--- config.mk ---
export PLATFORM = sky130hd
export DESIGN_NAME = query_rx
export DESIGN_NICKNAME = d
export VERILOG_FILES = /design/src/rtl/query_rx.sv
export SDC_FILE = /design/constraint.sdc
export NUM_CORES = 1
export LEC_CHECK = 0
export ABC_AREA = 0
export CORE_ASPECT_RATIO = 1.2
export CORE_MARGIN = 2
export CORE_UTILIZATION = 40
export CTS_BUF_LIST = sky130_fd_sc_hd__clkbuf_16
export DETAILED_ROUTE_END_ITERATION = 10
export GPL_ROUTABILITY_DRIVEN = 0
export GPL_TIMING_DRIVEN = 0
export PLACE_DENSITY_LB_ADDON = 0.25
export SETUP_SLACK_MARGIN = 0.15
export SYNTH_ARGS = -nofsm -noshare
export SYNTH_HDL_FRONTEND = slang
export SYNTH_SLANG_ARGS = --single-unit
--- constraint.sdc ---
create_clock -name clk -period 2.2 [get_ports clk]
set_input_delay 0.66 -clock clk [delete_from_list [all_inputs] [get_ports clk]]
set_output_delay 0.66 -clock clk [all_outputs]
set_load 0.005 [all_outputs]
--- src/rtl/query_rx.sv ---
// query_rx: frames a 22-bit Gen2 Query command from decoded PIE bits.
// The frame is a 4-bit command prefix, 13 parameter bits and a 5-bit CRC.
// CRC-5 runs over the whole frame, CRC bits included, so a good frame
// leaves a zero residue. A good Query latches its fields for the tag control FSM.
//
// Ports:
//   clk          system clock, rising edge
//   reset_n      asynchronous active-low reset
//   frame_start  one-cycle pulse: delimiter + RTcal seen, (re)start framing
//   bit_valid    one-cycle strobe qualifying bit_data
//   bit_data     decoded bit, MSB first
//   query_valid  pulse: Query with good CRC, fields valid in the same cycle
//   crc_err      pulse: Query with bad CRC
//   not_query    pulse: prefix did not match CMD_CODE
//   dr, m, trext, sel, session, target, q : latched Query fields
module query_rx #(
  parameter logic [3:0] CMD_CODE   = 4'b1000,
  parameter logic [4:0] CRC_PRESET = 5'b01001
) (
  input  logic       clk,
  input  logic       reset_n,
  input  logic       frame_start,
  input  logic       bit_valid,
  input  logic       bit_data,
  output logic       query_valid,
  output logic       crc_err,
  output logic       not_query,
  output logic       dr,
  output logic [1:0] m,
  output logic       trext,
  output logic [1:0] sel,
  output logic [1:0] session,
  output logic       target,
  output logic [3:0] q
);

  localparam int unsigned FRAME_W = 22;
  localparam int unsigned HDR_W   = 4;
  localparam int unsigned CNT_W   = 5;
  localparam int unsigned CRC_W   = 5;

  typedef enum logic [1:0] {
    IDLE = 2'd0,
    HDR  = 2'd1,
    BODY = 2'd2,
    HOLD = 2'd3
  } state_e;

  state_e             state_q;
  logic [CNT_W-1:0]   cnt_q,   cnt_d;
  logic [FRAME_W-1:0] shift_q, shift_d;
  logic [CRC_W-1:0]   crc_q,   crc_d;
  logic               fb;
  logic               unused_shift;

  // Values the registers take if the current bit is accepted.
  always_comb begin
    fb      = bit_data ^ crc_q[4];
    crc_d   = {crc_q[3], crc_q[2] ^ fb, crc_q[1], crc_q[0], fb};
    shift_d = {shift_q[FRAME_W-2:0], bit_data};
    cnt_d   = cnt_q + CNT_W'(1);
  end

  // Prefix and CRC bits of the shifted frame are never loaded into fields.
  assign unused_shift = ^{shift_q[FRAME_W-1], shift_d[21:18], shift_d[4]};

  // Framing FSM, CRC, shift register, result pulses and field registers.
  always_ff @(posedge clk or negedge reset_n) begin
    if (!reset_n) begin
      state_q     <= IDLE;
      cnt_q       <= '0;
      shift_q     <= '0;
      crc_q       <= CRC_PRESET;
      query_valid <= 1'b0;
      crc_err     <= 1'b0;
      not_query   <= 1'b0;
      dr          <= 1'b0;
      m           <= 2'b00;
      trext       <= 1'b0;
      sel         <= 2'b00;
      session     <= 2'b00;
      target      <= 1'b0;
      q           <= 4'b0000;
    end else begin
      query_valid <= 1'b0;
      crc_err     <= 1'b0;
      not_query   <= 1'b0;
      if (frame_start) begin
        // Restart wins over a coincident bit; any partial frame is dropped quietly.
        state_q <= HDR;
        cnt_q   <= '0;
        shift_q <= '0;
        crc_q   <= CRC_PRESET;
      end else if (bit_valid && (state_q == HDR || state_q == BODY)) begin
        shift_q <= shift_d;
        cnt_q   <= cnt_d;
        crc_q   <= crc_d;
        if (state_q == HDR && cnt_q == CNT_W'(HDR_W - 1)) begin
          if (shift_d[HDR_W-1:0] != CMD_CODE) begin
            not_query <= 1'b1;
            state_q   <= HOLD;
          end else begin
            state_q <= BODY;
          end
        end else if (state_q == BODY && cnt_q == CNT_W'(FRAME_W - 1)) begin
          state_q <= HOLD;
          if (crc_d == '0) begin
            query_valid <= 1'b1;
            dr          <= shift_d[17];
            m           <= shift_d[16:15];
            trext       <= shift_d[14];
            sel         <= shift_d[13:12];
            session     <= shift_d[11:10];
            target      <= shift_d[9];
            q           <= shift_d[8:5];
          end else begin
            crc_err <= 1'b1;
          end
        end
      end
    end
  end

endmodule

Word level (Yosys, flattened, before mapping)
Cells that the tools add are included.

word-level totals
  flip-flop bits (word level) = 45
  bits of input ports = 5
  output and inout bits = 16
  word-level logic and storage cells = 58

cells by class
  $add $sub $neg = 1
  equal/unequal tests = 5
  muxes and demuxes = 25
  bitwise operators = 4
  reduce and logical (&&, ||, !) cells = 9

operators by type and width
  kind                                                              count
  17-bit 2-to-1 mux                                                 2
  5-bit 2-to-1 mux                                                  4
  1-bit 2-to-1 mux                                                  15
  2-bit 2-to-1 mux                                                  4
  5-bit by 1-bit adder with 5-bit output (second input constant)    1
  5-bit by 2-bit == test with 1-bit output (second input constant)  1
  5-bit == test (second input constant)                             1
  5-bit logical NOT                                                 1
  5-bit AND reduction                                               1
  4-bit != test (second input constant)                             1
  1-bit logical AND                                                 3
  3-bit nonzero test                                                1
  2-bit by 1-bit == test with 1-bit output (second input constant)  1
  2-bit == test (second input constant)                             1
  1-bit NOT                                                         2
  2-bit AND reduction                                               1
  2-bit nonzero test                                                1
  1-bit bitwise XOR                                                 2
  1-bit logical OR                                                  1

Logic depth before layout (Yosys ltp)
  word-level depth = 8
  gate-level depth with buffers = 7
  mapped depth without buffers = 5

Worst setup path before layout
No wires, ideal clock.

  kind = register -> register
  start = register state_q[0]
  end = register dr
  setup time = 0.125 ns
  arrival = 1.632 ns
  data required time = 2.075 ns
  path slack = 0.442 ns
  stages on the path, launching flop included = 7
  buffers on the path = 1
  period minus slack after synthesis = 1.758 ns
  path through = dfrtp_1 inv_1 ha_1 and4bb_2 nand4_4 buf_6 mux2_4

between the ends
  longest elaborated chain between the ends = 4
  elaborated cells on any way between the ends = 8
  those cells by class = eq/ne: 2; bitwise: 1; reduce/logical: 5

RTL lines
  element                                                                           line         source
  start, declared                                                                   49           state_e state_q;
  start signal, assigned                                                            70           state_q <= IDLE;
  start signal, assigned                                                            90           state_q <= HDR;
  start signal, assigned                                                            101          state_q <= HOLD;
  2-bit by 1-bit == test with 1-bit output / 2-bit == test (equally long branches)  94, 98, 105
  1-bit logical OR / 1-bit logical AND (equally long branches)                      94, 98
  1-bit logical AND / 1-bit NOT (equally long branches)                             -
  5-bit AND reduction (no source line) (*)                                          -
  end signal, assigned                                                              109          dr <= shift_d[17];
  end, declared                                                                     28           output logic dr,

Every way passes the cells marked *; elsewhere a longest branch is shown, timed or not.
A chain may end at the register's enable or synchronous reset.

Worst setup path in the final report
  start = input port bit_data
  end = register state_q[0]

between the ends
  longest elaborated chain between the ends = 5

RTL lines
  element               line  source
  start, declared       24    input logic bit_data,
  4-bit != test         99    if (shift_d[HDR_W-1:0] != CMD_CODE) begin
  1-bit 2-to-1 mux      99
  2-bit 2-to-1 mux      98    if (state_q == HDR && cnt_q == CNT_W'(HDR_W - 1)) begin
  2-bit 2-to-1 mux      94    end else if (bit_valid && (state_q == HDR || state_q == BODY)) begin
  2-bit 2-to-1 mux      88    if (frame_start) begin
  end signal, assigned  90
  end signal, assigned  101
  end signal, assigned  103   state_q <= BODY;

No other way between the ends. The select of a mux whose other input is x is not followed.

==> metrics <==
Boundary Pins 21; max_slew headroom 55.84%; Final #Nets 219; hold_ws ~0.38 ns; Hold Buf Count CTS 0; CTS tree built; CP Class input pin to flop; Worst EP arrival 2.17 ns; final count of hold timing violations 0; Num CTS Buffers 5; worst hold path type input pin to async pin; WL/cell 13.30 um; VDD IR-drop max approximately 320 uV; n_diodes 0; Max Cap Viol 0; final-report max-slew violation count 0; vias in the first global route approximately 1,300; max incr delay on CP about 0.6 ns; Startpoint Class input pin; CP required approximately 2.4 ns; clock latency on the worst-skew pair 0.28 ns; final number of setup-violating endpoints 0; die area 0.005550 mm^2; commonest non-fill, non-tap cell in the layout nand2_1; Die Wd 68.34 um; pin count of the biggest net entering global routing 26; f_max 498.5 MHz; critical-path maximum fanout 3; initial antenna violation count 0; routed vias 1,344; H-tree lvl count 2; status complete, no violations; Worst setup EP type flop; Tot GR Track Use about 15%; YS warnings 0; Sink Count 45; RSZ-0062 raised after global routing no; most frequent cells in the layout 44 x nand2_1, 43 x dfrtp_1, 24 x a21oi_1; Syn Area/Cell 11.04 um^2; Slowest-stage cell, CP nor4b_1; r2r setup slk between 0.2 and 0.3 ns; drt pass-1 iters 4; Starting Density 40.80%; Vias/cell 4.959; GRT Residual Overflow 0; Root Buffer clkbuf_16; Post-synth ARST share 100.0%; share of layout cells above drive strength 1 18.01%; Detail Route Antenna Nets 0; PortBufs 20; Max Root-Sink Buffers 2; Non-Filler Instances between 200 and 300; Post-Syn Area 0.001987 mm^2; core area a little under 0.005 mm^2; reg2reg end m[0]; worst r2r src state_q[0]; Post-synth EDFFs 0; Total Wirelength about 3600 um; DRT iter0 DRCs 59; synthesized netlist cell count 180; Seq cells post-synth 45; DP Cell Count between 200 and 300; num rows 28; Top FF cell, synth dfrtp_1; sequential share of the synthesized area between 50% and 60%; Pwr Density 703.6 mW/mm^2; FF-to-FF path depth 6; HPWL after detailed placement 2552 um; CP Cell Sequence clkdlybuf4s50_1 -> nor4b_1 -> and4_1 -> o31ai_1; LEAKAGE 0.001117 uW; Slew @ Worst Pin 0.6533 ns; Post-route DRC 0; Final min period 2.006 ns; net count after synthesis 189; Area Growth Syn to Fin 23.99%; Worst Skew 0.003155 ns; global-route wire length before repair 6175 um; Yosys cell types 39; die height slightly above 80 um; fin crit share between 90% and 100%; CTS clock-pin slew for the worst setup and hold paths 0.06 ns
==> area by class of cell <==
type	instances	area, um^2
inverter	4	15.01
buffer	10	52.55
clock buffer	5	125.1
sequential	45	1129
multi-input combinational	121	808.3
timing repair buffer	23	237.7
fill	454	2406
tap	60	75.07
clock inverter	3	21.27
==> metrics by stage <==
stage | TNS (ns) | setup slack [ns] | area, um^2 | power (uW) | utilization (%)
after floorplan | 0 | 0.4424 | 1987 | 947.1 | -
after global placement | -37.04 | -0.7940 | 2262 | 994.2 | 46.45
after detailed placement | -2.657 | -0.1766 | 2285 | 1001 | 46.92
after CTS | 0 | 0.1585 | 2442 | 1745 | 50.15
after global routing | 0 | 0.1593 | 2464 | 1808 | 50.59
final | 0 | 0.1940 | 2464 | 1733 | 50.59
==> registers in the layout, summed over array words and instances, names as in the netlist, 2 cells and up <==
name	count
shift_q	17
cnt_q	5
crc_q	5
q	4
m	2
sel	2
session	2
state_q	2
==> how the worst max path moves through the flow <==
stage	start	endpoint	slack (ns)	cells after the start
after floorplan	state_q[0]	dr	0.44	6
after global placement	reset_n	shift_q[1]	-0.79	1
after detailed placement	bit_data	trext	-0.18	5
after CTS	bit_data	m[0]	0.16	5
after global routing	bit_data	sel[1]	0.16	5
final	bit_data	state_q[0]	0.19	4
==> routing by layer <==
metal | vias up | track usage (%) | part of all wire, % | wire, um
li1 | 674 | - | - | -
met1 | 643 | 19.88 | 47 | 1699
met2 | 20 | 23.40 | 48 | 1735
met3 | 7 | 4.571 | 3.1 | 112
met4 | 0 | 5.400 | 1.5 | 55
met5 | - | 0 | 0 | 0
==> critical path, delay by kind of cell <==
kind	cells	cell delay (ns)
and+or+nand+nor	2	0.90
buffers and inverters	1	0.54
AOI/OAI and AO/OA	1	0.07
==> cell families (layout without fill, tap and decap cells) <==
kind of cell / after synthesis / count (layout) / share of synthesized area, %
buffers and inverters: 14 / 45 / 3.085
adder cells (fa/ha/maj): 4 / 4 / 2.519
XOR/XNOR: 4 / 4 / 2.142
multiplexers: 13 / 13 / 9.257
AO/OA/AOI/OAI: 32 / 32 / 8.691
AND/OR/NAND/NOR: 68 / 68 / 17.51
flip-flops: 45 / 45 / 56.80
==> repair_timing <==
action / in CTS / in global routing
pin swaps: 0 / 1
buffers inserted: 0 / 2
endpoints found under the setup margin: 10 / 31
hold endpoints to repair: 0 / 0
resized for setup: 1 / 8
==> report_power, final <==
group / switching [uW] / total, uW / internal (uW)
clock: 314 / 736 / 422
combinational: 78.9 / 131 / 51.6
sequential: 19.7 / 867 / 847
==> Yosys cell counts, drive strengths merged (2+ instances only) <==
cell type / count / share of area [%]
dfstp: 2 / 2.6
nand2: 44 / 8.3
ha: 4 / 2.5
nor2: 5 / 0.94
nor4: 2 / 1.4
nand3: 2 / 0.50
xor2: 2 / 0.88
o21ai: 3 / 0.76
nand4: 2 / 1.4
xnor2: 2 / 1.3
inv: 4 / 0.76
or3: 2 / 0.63
a21oi: 24 / 6.0
dfrtp: 43 / 54
mux2: 13 / 9.3
clkbuf: 6 / 1.1
buf: 4 / 1.2
(Power assumes the default switching activity.)
==> patch 1: new RTL, same flow settings <==
One comparison of `cnt_q` changes from == to >=.
--- a/src/rtl/query_rx.sv
+++ b/src/rtl/query_rx.sv
@@ -96,5 +96,5 @@
         cnt_q   <= cnt_d;
         crc_q   <= crc_d;
-        if (state_q == HDR && cnt_q == CNT_W'(HDR_W - 1)) begin
+        if (state_q == HDR && cnt_q >= CNT_W'(HDR_W - 1)) begin
           if (shift_d[HDR_W-1:0] != CMD_CODE) begin
             not_query <= 1'b1;
Behaviour: no difference found for any inputs over 10 cycles, from zero or initial values and one cycle with reset_n low; that may be too few to reach the edited logic, so the function may still have changed.
==> patch 1 against the unedited design <==
  * Clock power grew 12%
  * Largest cell class unchanged
  * Die area shrank 1.1%
  * Routed wire length grew 4.6%
  * Sequential cell count is the same
  * Area after synthesis shrank 1.2%
  * Non-clock buffer count grew 11
  * Total power grew 6.8%
  * Final area grew 5.3%
  * Worst setup slack lost 130 ps
  * Largest power group unchanged
==> patch 1: results (changes against the unedited design) <==
[grt]
grt_pass1_vias=1358  ; +3.0%
grt_start_max_net_pins=27  ; +3.8%
grt_pass1_wl_mm=6.38  ; +3.2%
antenna_found_initial=0  ; unchanged
track_usage_pct=15.4  ; +0.33 points

[detailed_routing]
vias_per_cell=4.99  ; +0.53%
drt_iter0_drc=92  ; +56%
wl_per_cell_um=13.6  ; +1.9%

[power_and_ir_drop]
clockPowerShare_pct=44.4  ; +1.9 points
ir_worst_vdd_mv=0.325  ; +1.5%
clock_power_mw=0.822  ; +12%
p_leak_nw=1.13  ; +1.4%
seqPwrFrac_pct=46.8  ; -3.2 points
p_sw_share_pct=21.9  ; -1.9 points

[yosys]
ys_seq_area_share_pct=57.5  ; +0.69 points
synth.net_count=188  ; -0.53%
synthFlopType=dfrtp_1
synth_top_cells_by_area=dfrtp_1 (55%), nand2_1 (8.6%), mux2_4 (7.6%)
synthXorXnorAreaFrac_pct=2.68  ; +0.54 points
avgSynthCellArea_um2=11.0  ; -0.64%
synth-compound-area-share_pct=8.03  ; -0.66 points
synth_cell_type_count=33  ; -15%
synthTopCellsByCount=nand2_1 (45), dfrtp_1 (43), a21oi_1 (20), mux2_4 (10), nor2_1 (10)
synthMuxAreaShare_pct=9.37  ; +0.11 points
yosysWarnings=0  ; unchanged
synthAdderAreaFrac_pct=2.55  ; +0.031 points

[cts]
path_clk_slew_ps=60  ; about the same
clk_path_buf_depth=2  ; unchanged
clk_latency_ps=280  ; about the same

[finish]
final_layout_size_suffix_gt1_share_pct=22.3  ; +4.3 points
fin_area_mm2=0.00259  ; +5.3%
fin_cells=278  ; +2.6%
fin_nets=228  ; +4.1%
antennaDiodeCount=0  ; unchanged
n_fill_cell=414  ; -8.8%
top_regs=shift_q x17, cnt_q x5, crc_q x5

[setup_path]
r2r_slack_ps=70  ; -220 ps
rr_endpoint=dr$_DFFE_PN0P_
critPathSlowestCell=dfrtp_1
slowest_delay_ps=390  ; -220 ps
reg2reg_depth=10  ; +4
arrival_ps=2300  ; +130 ps
cp_max_fo=5  ; +2

[status]
status=finished, final reports clean

[sta]
fin_skew_ps=4.03  ; +0.875 ps
holdWs_ps=323  ; -54.0 ps
timing.slew.headroom_pct=68.3  ; +13 points

[place]
place_inst=258  ; -1.1%
dpl_cell_area_mm2=0.00228  ; about the same
place_ws_ps=-391  ; -215 ps
dp_hpwl_mm=2.45  ; -4.2%

[hold_path]
hold_class=input port to asynchronous set/reset pin

patch 1: changes by cell type after synthesis, sizes merged, moves of 2 or more:
cell,change
a21oi,-4
or3,-2
o21ai,-2
xor2,+2
clkbuf,+2
nor2,+5
or4,+2
patch 1: per-layer routing:
metal / track usage, % / vias to the layer above / part of all wire, %
met3: 4.16 / 10 / 3.4
li1: - / 672 / -
met5: 0 / - / 0
met2: 24.5 / 27 / 50
met1: 19.7 / 677 / 45
met4: 6.60 / 0 / 2.0
patch 1: timing repair:
item	CTS	global route
gates resized for setup	8	3
hold buffers	0	0
pin swaps	5	3
setup endpoints to repair	33	28
cloned	1	0
buffers inserted	7	4
patch 1: how the worst max path moves through the flow:
stage	startpoint	to	slack, ps
6_report	state_q[0]$_DFFE_PN0P_	dr$_DFFE_PN0P_	70
5_1_grt	state_q[0]$_DFFE_PN0P_	dr$_DFFE_PN0P_	10
4_1_cts	cnt_q[1]$_DFFE_PN0P_	dr$_DFFE_PN0P_	70
3_5_place_dp	bit_valid	session[1]$_DFFE_PN0P_	-390
3_3_place_gp	reset_n	cnt_q[1]$_DFFE_PN0P_	-780
2_1_floorplan	state_q[1]$_DFFE_PN0P_	dr$_DFFE_PN0P_	140
patch 1: worst register-to-register path: stages, from the launching register on:
cell      delay, ps
dfrtp_1         390
inv_2            80
ha_4            200
nand2b_4        140
buf_8           120
nor4_4          230
and3_4          240
buf_6           120
buf_12          110
buf_12          110
mux2_4          290
patch 1: layout make-up:
| type | count | share of cell area (%) |
|---|---|---|
| clock inverter | 3 | 1.45 |
| inverter | 3 | 0.434 |
| tap | 58 | 2.80 |
| clock buffer | 5 | 4.82 |
| timing repair buffer | 33 | 12.9 |
| buffer | 11 | 2.99 |
| sequential | 45 | 43.5 |
| multi-input combinational | 120 | 31.1 |
==> patch 2: new RTL, same settings <==
Without the edit above. Change the localparam `CNT_W` from 5 to 10.
--- a/src/rtl/query_rx.sv
+++ b/src/rtl/query_rx.sv
@@ -37,5 +37,5 @@
   localparam int unsigned FRAME_W = 22;
   localparam int unsigned HDR_W   = 4;
-  localparam int unsigned CNT_W   = 5;
+  localparam int unsigned CNT_W   = 10;
   localparam int unsigned CRC_W   = 5;
 
Formal check against the unedited RTL: same outputs for any inputs over 10 cycles, from zero or initial values and one cycle with reset_n low; that may be too few to reach the edited logic, so the function may still have changed.
==> patch 2 against the unedited design <==
  * Final area rose by 14%
  * Non-clock buffer count increased by 4
  * Final cell count increased by 11%
  * Routed wire length grew 15%
  * Maximum frequency decreased by 0.74%
  * Worst setup slack lost 15 ps
  * Area after synthesis is 11% higher
  * Sequential cell count increased by 5
  * Total power up 18%
  * Largest power group is now the clock network
==> patch 2: results (changes against the unedited design) <==
[power_and_ir_drop]
p_leak_nw=1.25  ; +12%
ir_worst_vdd_mv=0.409  ; +27%

[yosys]
synthAdderAreaFrac_pct=2.28  ; -0.24 points
synthTopCellsByCount=dfrtp_1 (48), nand2_1 (46), a21oi_1 (23), nor2_1 (13), mux2_4 (10)
synth-compound-area-share_pct=6.55  ; -2.1 points
synth_cell_type_count=35  ; -10%
synth.net_count=213  ; +13%
synthXorXnorAreaFrac_pct=3.98  ; +1.8 points
synth_top_cells_by_area=dfrtp_1 (55%), nand2_1 (7.9%), mux2_4 (6.8%)
synthMuxAreaShare_pct=8.37  ; -0.89 points
postSynthCellCount=204  ; +13%
ys_seq_area_share_pct=57.0  ; +0.23 points

[grt]
grt_pass1_wl_mm=7.29  ; +18%
track_usage_pct=15.2  ; +0.051 points
grt_util_met1_pct=19.7  ; -0.20 points
met3_usage_pct=3.68  ; -0.89 points
grtUsageMet2_pct=25.0  ; +1.6 points
grt_start_max_net_pins=31  ; +19%

[finish]
n_fill_cell=472  ; +4.0%
top_regs=shift_q x17, cnt_q x10, crc_q x5
fin_cells=300  ; +11%
fin_nets=246  ; +12%
antennaDiodeCount=0  ; unchanged
final_layout_size_suffix_gt1_share_pct=18.1  ; +0.058 points

[status]
status=finished, final reports clean

[place]
place_ws_ps=-295  ; -119 ps
numPortBuffers=19  ; -5.0%
dpl_cell_area_mm2=0.00248  ; +8.6%
place_inst=286  ; +9.6%
dp_hpwl_mm=2.73  ; +7.1%

[detailed_routing]
met3_length_um=141  ; +26%
drt_iter0_drc=119  ; +100%
wl_per_cell_um=13.8  ; +3.9%
routed-wl-met2_mm=2.10  ; +21%
met1_length_mm=1.86  ; +9.3%
vias=1521  ; +13%

[setup_path]
arrival_ps=2190  ; +20 ps
reg2reg_depth=5  ; -1
cp_max_fo=5  ; +2

[sta]
tightest_slew_ps=514  ; -139 ps
fin_skew_ps=4.70  ; +1.55 ps

[cts]
cts_root_buf=clkbuf_16

-- patch 2: cell type report --
type,count,area (um^2),share of cell area [%]
buffer,11,63.8,2.27
clock buffer,5,125,4.46
clock inverter,3,63.8,2.27
inverter,5,18.8,0.669
multi-input combinational,138,930,33.1
sequential,50,1250,44.7
tap,62,77.6,2.77
timing repair buffer,26,272,9.68
-- patch 2: path summary, 6_finish.rpt --
kind / from / to / slack [ps]
max in group asynchronous: reset_n / cnt_q[5]$_DFFE_PN0P_ / 1310
max reg2reg: cnt_q[5]$_DFFE_PN0P_ / q[0]$_DFFE_PN0P_ / 180
min: reset_n / session[0]$_DFFE_PN0P_ / 340
min reg2reg: crc_q[0]$_DFFE_PN1P_ / crc_q[0]$_DFFE_PN1P_ / 510
max: cnt_q[5]$_DFFE_PN0P_ / q[0]$_DFFE_PN0P_ / 180
min in group clk: crc_q[0]$_DFFE_PN1P_ / crc_q[0]$_DFFE_PN1P_ / 510
-- patch 2: report_power, final --
group | internal, mW | switching [mW]
Sequential | 0.936 | 0.0162
Combinational | 0.0406 | 0.0769
Clock | 0.647 | 0.326
Total | 1.62 | 0.419
-- patch 2: cell families after synthesis --
| group | count (synthesis) |
|---|---|
| flops | 50 |
| fa+ha+maj | 4 |
| compound gates | 27 |
| xor+xnor | 10 |
| simple gates | 84 |
| mux | 13 |
| buf+inv | 16 |
-- patch 2: timing repair --
action,CTS,global route
gates cloned,1,0
setup endpoints to repair,28,16
endpoints found under the hold margin,0,0
setup buffers,3,2
pin swaps,2,4
resized for setup,12,7
-- patch 2: worst max-delay path, cell delays in order (launching register included) --
cell	delay [ps]
dfrtp_2	410
or4_4	540
nor4_4	320
nand3_4	170
buf_8	170
mux2_4	290
